`src/rtl/coin_round_controller.sv`:
```
// Round controller for the four-coin game: per-frame bounding-box collision pipeline,
// visible-coin mask, saturating score, round counter and timed respawn.
module coin_round_controller #(
    parameter int unsigned COIN0_X        = 102,
    parameter int unsigned COIN_STEP      = 52,
    parameter int unsigned COIN_Y         = 54,
    parameter int unsigned COIN_W         = 31,
    parameter int unsigned COIN_H         = 33,
    parameter int unsigned CHAR_W         = 21,
    parameter int unsigned CHAR_H         = 32,
    parameter int unsigned RESPAWN_FRAMES = 120
) (
    input  logic       clk,
    input  logic       reset,
    input  logic       frame_tick,
    input  logic       start,
    input  logic [9:0] char_left,
    input  logic [9:0] char_top,
    output logic [3:0] coin_display,
    output logic [7:0] score,
    output logic       collect_pulse,
    output logic [3:0] collect_mask,
    output logic       all_collected,
    output logic [3:0] round
);

    typedef enum logic [1:0] {StIdle, StPlaying, StCleared} state_e;

    state_e     state_q, state_d;
    logic [3:0] disp_q, disp_d;
    logic [7:0] score_q, score_d;
    logic       pulse_q, pulse_d;
    logic [3:0] mask_q, mask_d;
    logic [3:0] round_q, round_d;
    logic [7:0] cnt_q, cnt_d;
    logic       s1_vld_q, s1_vld_d;
    logic       s2_vld_q, s2_vld_d;
    logic [9:0] cl_q, cl_d;
    logic [9:0] ct_q, ct_d;
    logic [3:0] hit_q, hit_d;
    logic [3:0] hit_c;

    // Bit 3 is coin 0 (leftmost); all bounds compared in 11 bits so sums never wrap.
    always_comb begin
        logic [10:0] cx;
        logic [10:0] l11;
        logic [10:0] t11;
        l11   = {1'b0, cl_q};
        t11   = {1'b0, ct_q};
        hit_c = 4'b0000;
        for (int k = 0; k < 4; k++) begin
            cx = 11'(COIN0_X + k * COIN_STEP);
            hit_c[3-k] = (l11 < cx + 11'(COIN_W)) && (l11 + 11'(CHAR_W) > cx) &&
                         (t11 < 11'(COIN_Y + COIN_H)) && (t11 + 11'(CHAR_H) > 11'(COIN_Y));
        end
    end

    always_comb begin
        logic [3:0] eff;
        logic [2:0] pop;
        logic [8:0] sum;
        logic       busy;
        state_d  = state_q;
        disp_d   = disp_q;
        score_d  = score_q;
        pulse_d  = 1'b0;
        mask_d   = 4'b0000;
        round_d  = round_q;
        cnt_d    = cnt_q;
        s1_vld_d = 1'b0;
        s2_vld_d = 1'b0;
        cl_d     = cl_q;
        ct_d     = ct_q;
        hit_d    = hit_q;
        eff      = hit_q & disp_q;
        pop      = {2'b00, eff[0]} + {2'b00, eff[1]} + {2'b00, eff[2]} + {2'b00, eff[3]};
        sum      = {1'b0, score_q} + {6'b000000, pop};
        busy     = s1_vld_q | s2_vld_q;

        if (start) begin
            // Pipeline valids drop to zero, flushing any in-flight collision.
            state_d = StPlaying;
            disp_d  = 4'b1111;
            score_d = 8'd0;
            round_d = 4'd0;
            cnt_d   = 8'd0;
        end else begin
            unique case (state_q)
                StIdle: begin
                end
                StPlaying: begin
                    hit_d    = hit_c;
                    s2_vld_d = s1_vld_q;
                    if (frame_tick && !busy) begin
                        s1_vld_d = 1'b1;
                        cl_d     = char_left;
                        ct_d     = char_top;
                    end
                    if (s2_vld_q && (eff != 4'b0000)) begin
                        disp_d  = disp_q & ~eff;
                        score_d = sum[8] ? 8'hFF : sum[7:0];
                        pulse_d = 1'b1;
                        mask_d  = eff;
                        if ((disp_q & ~eff) == 4'b0000) begin
                            state_d = StCleared;
                            round_d = round_q + 4'd1;
                            cnt_d   = 8'd0;
                        end
                    end
                end
                StCleared: begin
                    if (frame_tick) begin
                        cnt_d = cnt_q + 8'd1;
                        if (cnt_q + 8'd1 == 8'(RESPAWN_FRAMES)) begin
                            state_d = StPlaying;
                            disp_d  = 4'b1111;
                        end
                    end
                end
                default: state_d = StIdle;
            endcase
        end
    end

    always_ff @(posedge clk or posedge reset) begin
        if (reset) begin
            state_q  <= StIdle;
            disp_q   <= 4'b0000;
            score_q  <= 8'd0;
            pulse_q  <= 1'b0;
            mask_q   <= 4'b0000;
            round_q  <= 4'd0;
            cnt_q    <= 8'd0;
            s1_vld_q <= 1'b0;
            s2_vld_q <= 1'b0;
            cl_q     <= 10'd0;
            ct_q     <= 10'd0;
            hit_q    <= 4'b0000;
        end else begin
            state_q  <= state_d;
            disp_q   <= disp_d;
            score_q  <= score_d;
            pulse_q  <= pulse_d;
            mask_q   <= mask_d;
            round_q  <= round_d;
            cnt_q    <= cnt_d;
            s1_vld_q <= s1_vld_d;
            s2_vld_q <= s2_vld_d;
            cl_q     <= cl_d;
            ct_q     <= ct_d;
            hit_q    <= hit_d;
        end
    end

    assign coin_display  = disp_q;
    assign score         = score_q;
    assign collect_pulse = pulse_q;
    assign collect_mask  = mask_q;
    assign all_collected = (state_q == StCleared);
    assign round         = round_q;

endmodule

```
`config.mk`:
```
export PLATFORM = sky130hd
export DESIGN_NAME = coin_round_controller
export DESIGN_NICKNAME = d
export VERILOG_FILES = /design/src/rtl/coin_round_controller.sv
export SDC_FILE = /design/constraint.sdc
export NUM_CORES = 1
export LEC_CHECK = 0
export ABC_CLOCK_PERIOD_IN_PS = 3500
export BUFFER_PORTS_ARGS = -buffer_cell sky130_fd_sc_hd__buf_4
export CORE_ASPECT_RATIO = 1.25
export CORE_MARGIN = 1
export CORE_UTILIZATION = 50
export CTS_CLUSTER_SIZE = 16
export DETAILED_ROUTE_END_ITERATION = 8
export GPL_TIMING_DRIVEN = 0
export PLACE_DENSITY = 0.8
export SLEW_MARGIN = 40
export SYNTH_ARGS = -nofsm -noshare
export SYNTH_HDL_FRONTEND = slang
export SYNTH_SLANG_ARGS = --single-unit
```
`constraint.sdc`:
```
create_clock -name clk -period 3.5 [get_ports clk]
set_input_delay 0.875 -clock clk [delete_from_list [all_inputs] [get_ports clk]]
set_output_delay 0.875 -clock clk [all_outputs]
set_load 0.05 [all_outputs]
```
Word level (Yosys, flattened, before mapping)

Cells that the tools add are included.

Add/sub/neg operators: 8
Magnitude comparators: 10
Eq/ne operators: 8
Multiplexer cells: 35
Bitwise gates (word level): 5
Reductions and logical operators: 29

Operators with widths:

| kind                                                                          | number |
|---|---|
| 8-bit 2-to-1 mux                                                              | 8 |
| 4-bit 2-to-1 mux                                                              | 11 |
| 10-bit by 8-bit less-than comparator with 1-bit output, second input constant | 3 |
| 11-bit by 8-bit > comparator with 1-bit output, second input constant         | 2 |
| 8-bit one-hot mux with 2 select lines                                         | 1 |
| 1-bit logical AND                                                             | 14 |
| 10-bit by 5-bit adder with 11-bit output, second input constant               | 1 |
| 10-bit by 6-bit adder with 11-bit output, second input constant               | 1 |
| 11-bit by 6-bit > comparator with 1-bit output, second input constant         | 1 |
| 11-bit by 7-bit > comparator with 1-bit output, second input constant         | 1 |
| 11-bit by 9-bit > comparator with 1-bit output, second input constant         | 1 |
| 10-bit by 7-bit less-than comparator with 1-bit output, second input constant | 1 |
| 10-bit by 9-bit less-than comparator with 1-bit output, second input constant | 1 |
| 2-bit 2-to-1 mux                                                              | 5 |
| 8-bit by 3-bit adder with 9-bit output                                        | 1 |
| 3-bit != test, second input constant                                          | 3 |
| 8-bit by 1-bit adder with 8-bit output, second input constant                 | 1 |
| 4-bit bitwise AND                                                             | 2 |
| 8-bit by 7-bit equality test with 1-bit output, second input constant         | 1 |
| 1-bit 2-to-1 mux                                                              | 8 |
| 4-bit one-hot mux with 2 select lines                                         | 1 |
| 4-bit AND reduction                                                           | 2 |
| 2-bit one-hot mux with 3 select lines                                         | 1 |
| 3-bit AND reduction                                                           | 2 |
| other kinds (19)                                                              | 22 |

Bits in registers: 57
Input port bits: 24

Depth between registers and ports, before layout

Gate-level depths: netlist of run 1.

Depth in word-level cells: 9
Gate-level depth with buffers: 10

Worst setup path before layout of run 1

Ideal clock, no wire load.

Kind: reg-to-reg
Start point: register disp_q[0] (netlist: coin_display[0])
End point: register score_q[2] (netlist: score[2])
Library setup time: 121 ps
Data arrival time: 2907 ps
Required time: 3379 ps
Setup slack: 472 ps
Cell stages (with the launch flop): 11
Path buffers: 0
Period minus slack after synthesis: 3028 ps
Path through: dfrtp_1 -> nand2_1 -> fa_1 -> fa_1 -> inv_1 -> fa_1 -> and3_1 -> and3_1 -> nand3_1 -> o21ai_0 -> a22o_1

Longest elaborated chain between the ends: 9
Elaborated cells between the ends (all ways): 13

RTL lines:

| element                                | RTL line | RTL |
|---|---|---|
| from (decl)                            | 30       | `logic [3:0] disp_q, disp_d;` |
| from (signal assigned)                 | 141      | `disp_q <= disp_d;` |
| 4-bit bitwise AND *                    | 75       | `eff = hit_q & disp_q;` |
| 1-bit by 1-bit adder with 2-bit output | 76       | `pop = {2'b00, eff[0]} + {2'b00, eff[1]} + {2'b00, eff[2]} + {2'b00, eff[3]};` |
| 2-bit by 1-bit adder with 3-bit output | 76       |  |
| 3-bit by 1-bit adder with 3-bit output | 76       |  |
| 8-bit by 3-bit adder with 9-bit output | 77       | `sum = {1'b0, score_q} + {6'b000000, pop};` |
| 8-bit 2-to-1 mux                       | 101      | `score_d = sum[8] ? 8'hFF : sum[7:0];` |
| 8-bit 2-to-1 mux                       | 99       | `if (s2_vld_q && (eff != 4'b0000)) begin` |
| 8-bit 2-to-1 mux                       | 88       | `unique case (state_q)` |
| 8-bit 2-to-1 mux                       | 80       | `if (start) begin` |
| to (signal assigned)                   | 142      | `score_q <= score_d;` |
| to (decl)                              | 31       | `logic [7:0] score_q, score_d;` |

Every way passes the cells marked *; elsewhere a longest branch is shown, timed or not. The select of a mux whose other input is x is not followed.
A chain may end at the register's enable or synchronous reset.

Worst setup path after layout of run 1

Start point: register hit_q[0]
End point: register score_q[4] (netlist: score[4])

Longest elaborated chain between the ends: 9
Elaborated cells between the ends (all ways): 13

RTL lines:

| element                                | RTL line | RTL |
|---|---|---|
| from (decl)                            | 40       | `logic [3:0] hit_q, hit_d;` |
| from (signal assigned)                 | 151      | `hit_q <= hit_d;` |
| 4-bit bitwise AND *                    | 75       |  |
| 1-bit by 1-bit adder with 2-bit output | 76       |  |
| 2-bit by 1-bit adder with 3-bit output | 76       |  |
| 3-bit by 1-bit adder with 3-bit output | 76       |  |
| 8-bit by 3-bit adder with 9-bit output | 77       |  |
| 8-bit 2-to-1 mux                       | 101      |  |
| 8-bit 2-to-1 mux                       | 99       |  |
| 8-bit 2-to-1 mux                       | 88       |  |
| 8-bit 2-to-1 mux                       | 80       |  |

Marks and branches as above.

==> metrics.md, run 1 <==
| Metric | Value |
|---|---|
| Critical path capture point type | flip-flop |
| Highest-count cells in the layout ignoring fill and taps | dfrtp_1 (57), buf_4 (46), mux2_2 (21), nor2_1 (21), nand2_1 (19) |
| Minimum setup slack among reg-to-reg paths | 0.51 ns |
| Pins over their slew limit | 0 |
| Number of buffer and inverter stages on the critical path | 1 |
| Drt first pass iters | 4 |
| Synthesized instance count | 321 |
| #FFs+latches synth | 57 |
| Fillers | 504 |
| Mapped Nets | 356 |
| Vias in the first global route | 2589 |
| Peak fanout along the critical path | 6 |
| Initial cell density of the core | 52.1% |
| Detail-routed via count per cell | 5.73 |
| Overall power after layout | 1770 uW |
| Maximum clock frequency | 0.335 GHz |
| Routed length per instance | 14.6 um |
| Final core utilization | 62.9% |
| Number of nets in the final layout | 413 |
| Setup violators final | 0 |
| Inserted Diodes | 0 |
| Minimum setup slack in the final design | 0.515 ns |
| Standard cell core area | 6210 um^2 |
| Die H | 91.9 um |
| Synth Flop Type | dfrtp_1 |
| Initial antenna violation count | 0 |
| Asr flop ratio synth | 100% |
| Count of input and output buffers | 45 |
| Final clock skew | 0.00796 ns |
| Sum Neg Setup Slack | 0 ns |
| Count of synthesis-stage warnings from yosys | 0 |
| H-tree depth reported by CTS | 3 |
| Deepest clock path buffer count | 2 |
| Number of DRC violations after detailed-routing iteration 0 | 219 |
| Critical path launch point | hit_q[0] |
| Final Hold Violating Endpoints | 0 |
| Number of hold buffers added after CTS | 0 |
| Max-cap check violation count | 0 |
| Met1 usage | 29.3% |
| Run status | completed |
| Leakage power | 0.00172 uW |
| Number of buffers added by the clock tree synthesis step | 9 |
| Row cnt | 32 |
| Clock tree root buffer cell | clkbuf_8 |
| Most used routing layer | met2 |
| Combined area of the multi-input logic cells | 1680 um^2 |
| Sequence of cells on the critical path | nand2_1 -> fa_1 -> fa_1 -> inv_1 -> fa_1 -> and3_1 -> and3_1 -> nand3_1 -> o21ai_0 -> a22o_1 |
| Cell repeated most along the worst path | fa_1 |
| Count of vias placed by the detailed router | 2683 |
| Overflow after GRT | 0 |
| M2 GR Usage | 35.1% |
| DIE AREA | 6790 um^2 |
| Maximum number of pins on one net before global-route repair | 39 |
| Placer congestion estimate | 0.889 |
| Leading cell type in the layout, fill and taps excluded | dfrtp_1 |
| Sort of element at the start of the critical path | flip-flop |
| Reg clk slew, reported paths | 0.07 ns |
| Wire length reported by the detailed router | 6850 um |
| Cell type group with the largest total delay on the critical path | adder cells |
| Number of distinct library cells after synthesis | 64 |
| Synth-to-Final Area Change | 20.8% |
| Setup fix buffers added after clock tree synthesis | 0 |
| Pin slew with the least headroom to its limit | 0.640 ns |
| Post-synth EDFFs | 0 |
| Highest cell delay on the worst timing path | 0.54 ns |
| Part of the Yosys area used for sequential elements | 44.1% |
| Grt met3 use | 3.63% |
| Classification of the worst setup path | reg2reg |
| Horizontal die dimension | 73.9 um |
| Cell with the biggest individual delay on the critical path | fa_1 |
| Count of pins on the block boundary | 46 |
| Wire length of the first global-routing pass | 11600 um |
| Synthesized area divided by synthesized cell count | 10.1 um^2 |
| Post-synthesis cell area | 3230 um^2 |
| Fraction of layout cells with a size suffix above 1 | 24.8% |
| HPWL after detailed placement | 5040 um |
| # DRC | 0 |
| Overall Global Routing Usage | 22.3% |
| Worst supply voltage drop on vdd | 328 uV |
| Sinks on Clock Net | 57 |
| Insertion delay of the later-clocked pin in the worst-skew pair | 0.34 ns |
| CTS resizes | 0 |
| Number of cells on the critical path | 10 |
| Worst reg-to-reg path cell count | 10 |
| Sequential Area | 1430 um^2 |
| Share of the clock period used by the worst path after layout | 85.3% |
| Count of nets left with antenna violations after detail routing | 0 |
| Hold/Removal Path Class | in2async |
| RSZ-0062 raised after global routing | no |
| Tightest slew margin relative to the limit | 57.3% |
| Reg-to-reg critical path endpoint | score[4] |
| CTS tree | built |
| Worst reg2reg path startpoint | hit_q[0] |
| Min Clock Period, post-route | 2.99 ns |
| Cell area power density | 453 nW/um^2 |
| Placement-stage worst setup slack | 0.523 ns |
| Required time at the worst-slack endpoint | 3.74 ns |
| Data arrival, critical path | 3.22 ns |
==> cell families after synthesis <==
kind of cell	share of synthesized area (%)
fa+ha+maj	4.96
simple gates	17.1
flops	44.1
mux	7.63
buf+inv	3.95
xor+xnor	2.44
compound gates	19.8
==> how the worst max path moves through the flow <==
stage | to | slack [ns]
after CTS | score[4] | 0.51
after detailed placement | score[4] | 0.52
after floorplan | score[2] | 0.47
after global routing | score[4] | 0.37
after global placement | score[3] | 0.52
final | score[4] | 0.51
==> layout make-up <==
type	count	area share [%]
multi-input cells	232	43.0
flip-flops and latches	57	36.6
repair buffers	46	9.17
clock buffers	10	3.53
well taps	85	2.73
inverters	17	1.73
clock inverters	6	1.70
plain buffers	15	1.60
==> report_power, final <==
group,total [uW],internal [uW],switching [uW],leakage (uW)
sequential,756,707,48.5,0.000725
clock,631,349,282,0.0000949
combinational,383,169,214,0.000905
==> worst register-to-register path, delay by kind of cell (launching register included) <==
family                   cells  cell delay (ns)
flip-flops                   1             0.44
buffers and inverters        1             0.06
AO/OA/AOI/OAI                2             0.40
AND/OR/NAND/NOR              4             0.82
adder cells (fa/ha/maj)      3             1.17
==> synth_stat cells (all sizes together), types with 6 or more instances <==
cell type | instances | share of area (%)
clkbuf | 11 | 1.3
a21oi | 11 | 1.7
inv | 16 | 1.9
nand2b | 6 | 1.2
mux2 | 21 | 7.3
nor2b | 7 | 1.4
a211oi | 6 | 1.4
nand3 | 10 | 1.5
ha | 8 | 3.1
dfrtp | 57 | 44
nor2 | 21 | 2.4
o21ai | 19 | 2.9
and3 | 7 | 1.4
nor3 | 9 | 1.4
nand2 | 19 | 2.2
==> state kept, by name (all words and copies together) (netlist names) <==
register and flops:
cnt_q 8, ct_q 10, coin_display 4, hit_q 4, cl_q 10, s1_vld_q 1, score 8, round 4
state_q 2, collect_pulse 1, collect_mask 4, s2_vld_q 1
==> stage by stage <==
stage,hold WS [ns],std cells,instance area (um^2)
floorplan,0.455,321,3230
global placement,0.466,451,3680
detailed placement,0.467,452,3700
CTS,0.475,468,3900
global route,0.490,468,3900
finish,0.475,468,3900
==> layer usage <==
metal / part of all wire, % / vias to the layer above / wire [um]
met1: 44 / 1294 / 2990
met3: 3.7 / 13 / 252
met2: 51 / 75 / 3480
met4: 1.8 / 0 / 121
li1: - / 1301 / -
met5: 0 / - / 0
Note: power is estimated with default switching activity, not from simulation.
==> inputs of run 2 (changes only) <==
--- a/config.mk
+++ b/config.mk
@@ -7,7 +7,7 @@
 export LEC_CHECK = 0
 export ABC_CLOCK_PERIOD_IN_PS = 3500
 export BUFFER_PORTS_ARGS = -buffer_cell sky130_fd_sc_hd__buf_4
-export CORE_ASPECT_RATIO = 1.25
+export CORE_ASPECT_RATIO = 0.9
 export CORE_MARGIN = 1
 export CORE_UTILIZATION = 50
 export CTS_CLUSTER_SIZE = 16
==> metrics.md, run 2 (synthesized netlist as in run 1, its figures left out) <==
| Metric | Value |
|---|---|
| Row cnt | 27 (-16%) |
| Synth-to-Final Area Change | 21.8% |
| Wire length reported by the detailed router | 7060 um (+3.1%) |
| Fraction of layout cells with a size suffix above 1 | 24.3% (-0.52 points) |
| Max-cap check violation count | 0 (unchanged) |
| # DRC | 0 (unchanged) |
| Peak fanout along the critical path | 6 (unchanged) |
| Inserted Diodes | 0 (unchanged) |
| Leakage power | 0.00175 uW (+1.3%) |
| Fillers | 531 (+5.4%) |
| Pin slew with the least headroom to its limit | 0.641 ns (+0.000833 ns) |
| Initial antenna violation count | 0 (unchanged) |
| Final Hold Violating Endpoints | 0 (unchanged) |
| DIE AREA | 6790 um^2 (about the same) |
| Required time at the worst-slack endpoint | 3.73 ns (about the same) |
| Switching part of the total | 28.3% (-2.5 points) |
| Critical path capture point type | flip-flop |
| Final Non-Filler Cells | 470 (+0.43%) |
| Int Pwr | 1350 uW (+10%) |
| Overflow after GRT | 0 (unchanged) |
| Cell repeated most along the worst path | fa_1 |
| Vias in the first global route | 2563 (-1.0%) |
| Most used routing layer | met2 |
| Min Clock Period, post-route | 2.94 ns (-0.0424 ns) |
| Insertion delay of the later-clocked pin in the worst-skew pair | 0.34 ns (about the same) |
| Placer congestion estimate | 0.831 (-6.5%) |
| Count of vias placed by the detailed router | 2719 (+1.3%) |
| Number of buffers added by the clock tree synthesis step | 9 (unchanged) |
| Cell area power density | 478 nW/um^2 (+5.5%) |
| Tightest slew margin relative to the limit | 57.3% (about the same) |
| Pins over their slew limit | 0 (unchanged) |
| Number of DRC violations after detailed-routing iteration 0 | 134 (-39%) |
| Run status | completed |
| Top flop regs | cl_q x10, ct_q x10 |
| Worst reg-to-reg path cell count | 10 (unchanged) |
| Die H | 78.3 um (-15%) |
| Count of nets left with antenna violations after detail routing | 0 (unchanged) |
| Comb power frac | 20.7% (-1.0 points) |
| Share of the clock period used by the worst path after layout | 84.1% (-1.2 points) |
| CTS tree | built |
| Drt first pass iters | 6 (+2) |
| Number of nets in the final layout | 413 (unchanged) |
| Highest cell delay on the worst timing path | 0.54 ns (about the same) |
| Met1 usage | 28.8% (-0.54 points) |
| Sum Neg Setup Slack | 0 ns (unchanged) |
| CTS resizes | 0 (unchanged) |
| Highest-count cells in the layout ignoring fill and taps | dfrtp_1 (57), buf_4 (46), mux2_2 (21), nor2_1 (21), nand2_1 (19) |
| RSZ-0062 raised after global routing | no |
| Minimum setup slack among reg-to-reg paths | 0.56 ns (+0.04 ns) |
| Horizontal die dimension | 86.7 um (+17%) |
| Standard cell core area | 6180 um^2 (-0.38%) |
| HPWL after detailed placement | 4980 um (-1.2%) |
| Final clock skew | 0.00670 ns (-0.00126 ns) |
| Data arrival, critical path | 3.17 ns (-0.05 ns) |
| Clock network power share | 39.1% (+3.5 points) |
| Sinks on Clock Net | 57 (unchanged) |
| Worst supply voltage drop on vdd | 320 uV (-2.3%) |
| Hold/Removal Path Class | in2async |
| Leading cell type in the layout, fill and taps excluded | dfrtp_1 |
| Count of input and output buffers | 45 (unchanged) |
| Sequence of cells on the critical path | nand2_1 -> fa_1 -> fa_1 -> inv_1 -> fa_1 -> and3_1 -> and3_1 -> nand3_1 -> o21ai_0 -> a22o_1 |
| Number of hold buffers added after CTS | 0 (unchanged) |
| Routed length per instance | 15.0 um (+2.7%) |
| Deepest clock path buffer count | 2 (unchanged) |
| M2 GR Usage | 36.3% (+1.2 points) |
| Classification of the worst setup path | reg2reg |
| Count of pins on the block boundary | 46 (unchanged) |
| Number of cells in the design after placement | 454 (+0.44%) |
| Setup fix buffers added after clock tree synthesis | 0 (unchanged) |
| Power share of the sequential group | 40.2% (-2.5 points) |
| Wire length of the first global-routing pass | 11800 um (+1.4%) |
| Sort of element at the start of the critical path | flip-flop |
| Grt met3 use | 6.41% (+2.8 points) |
| Reg clk slew, reported paths | 0.07 ns (about the same) |
| Total net switching power | 533 uW (-2.2%) |
| Initial cell density of the core | 52.3% (+0.20 points) |
| Overall Global Routing Usage | 22.2% (-0.12 points) |
| H-tree depth reported by CTS | 3 (unchanged) |
| Setup violators final | 0 (unchanged) |
| Clock tree root buffer cell | clkbuf_8 |
| Maximum number of pins on one net before global-route repair | 39 (unchanged) |
| Detail-routed via count per cell | 5.79 (+0.91%) |
| Cell with the biggest individual delay on the critical path | fa_1 |
| Maximum clock frequency | 0.340 GHz (+1.4%) |
## run 2: changes by cell type in the layout (fill, tap and decap cells not counted)
cell and change:
bufinv_16 +2, clkbuf_1 +2, clkbuf_8 -1, clkinv_4 +1, clkinvlp_4 -3, inv_6 -1
## run 2: final timing paths
| kind | from | endpoint |
|---|---|---|
| max in group asynchronous | reset | cnt_q[6] |
| hold reg to reg | s1_vld_q | s2_vld_q |
| hold / removal | reset | ct_q[5] |
| setup reg to reg | hit_q[0] | score[4] |
| setup / recovery | hit_q[0] | score[4] |
| min in group clk | s1_vld_q | s2_vld_q |
## run 2: power groups by stage
| stage | Sequential, uW | Combinational, uW | Clock [uW] |
|---|---|---|---|
| final | 756 | 390 | 737 |
| after detailed placement | 767 | 380 | 0 |
| after global placement | 764 | 363 | 0 |
| after CTS | 755 | 386 | 752 |
| after global routing | 762 | 433 | 779 |
| after floorplan | 753 | 291 | 0 |
## run 2: per-stage QoR
| stage | util (%) | setup WS, ns | area [um^2] | total power [uW] | hold WS (ns) |
|---|---|---|---|---|---|
| after CTS | 63.7 | 0.594 | 3940 | 1890 | 0.475 |
| final | 63.7 | 0.557 | 3940 | 1880 | 0.476 |
| after floorplan | - | 0.472 | 3230 | 1040 | 0.455 |
| after global routing | 63.7 | 0.464 | 3940 | 1970 | 0.488 |
| after global placement | 59.5 | 0.496 | 3680 | 1130 | 0.463 |
| after detailed placement | 59.9 | 0.617 | 3700 | 1150 | 0.465 |
## run 2: layout make-up
cell class                      instances  area (um^2)  share of cell area (%)
Clock buffer                           11          131                    3.34
Clock inverter                          5          104                    2.64
Inverter                               17         67.6                    1.72
Timing Repair Buffer                   46          358                    9.09
Buffer                                 15         62.6                    1.59
Multi-Input combinational cell        232         1680                    42.6
Sequential cell                        57         1430                    36.2
Tap cell                               87          109                    2.77
## run 2: routing by layer
layer  wire length (um)  vias up
met5                  0        -
met4                 88        0
met3                414       13
met2               3470      100
met1               3090     1309
li1                   -     1297
## run 2: critical path: cells and delay by family, from the launching register on
| kind | cells | cell delay, ns |
|---|---|---|
| AOI/OAI and AO/OA | 2 | 0.39 |
| adders and majority gates | 3 | 1.15 |
| buffers and inverters | 1 | 0.05 |
| DFF | 1 | 0.41 |
| and+or+nand+nor | 4 | 0.82 |
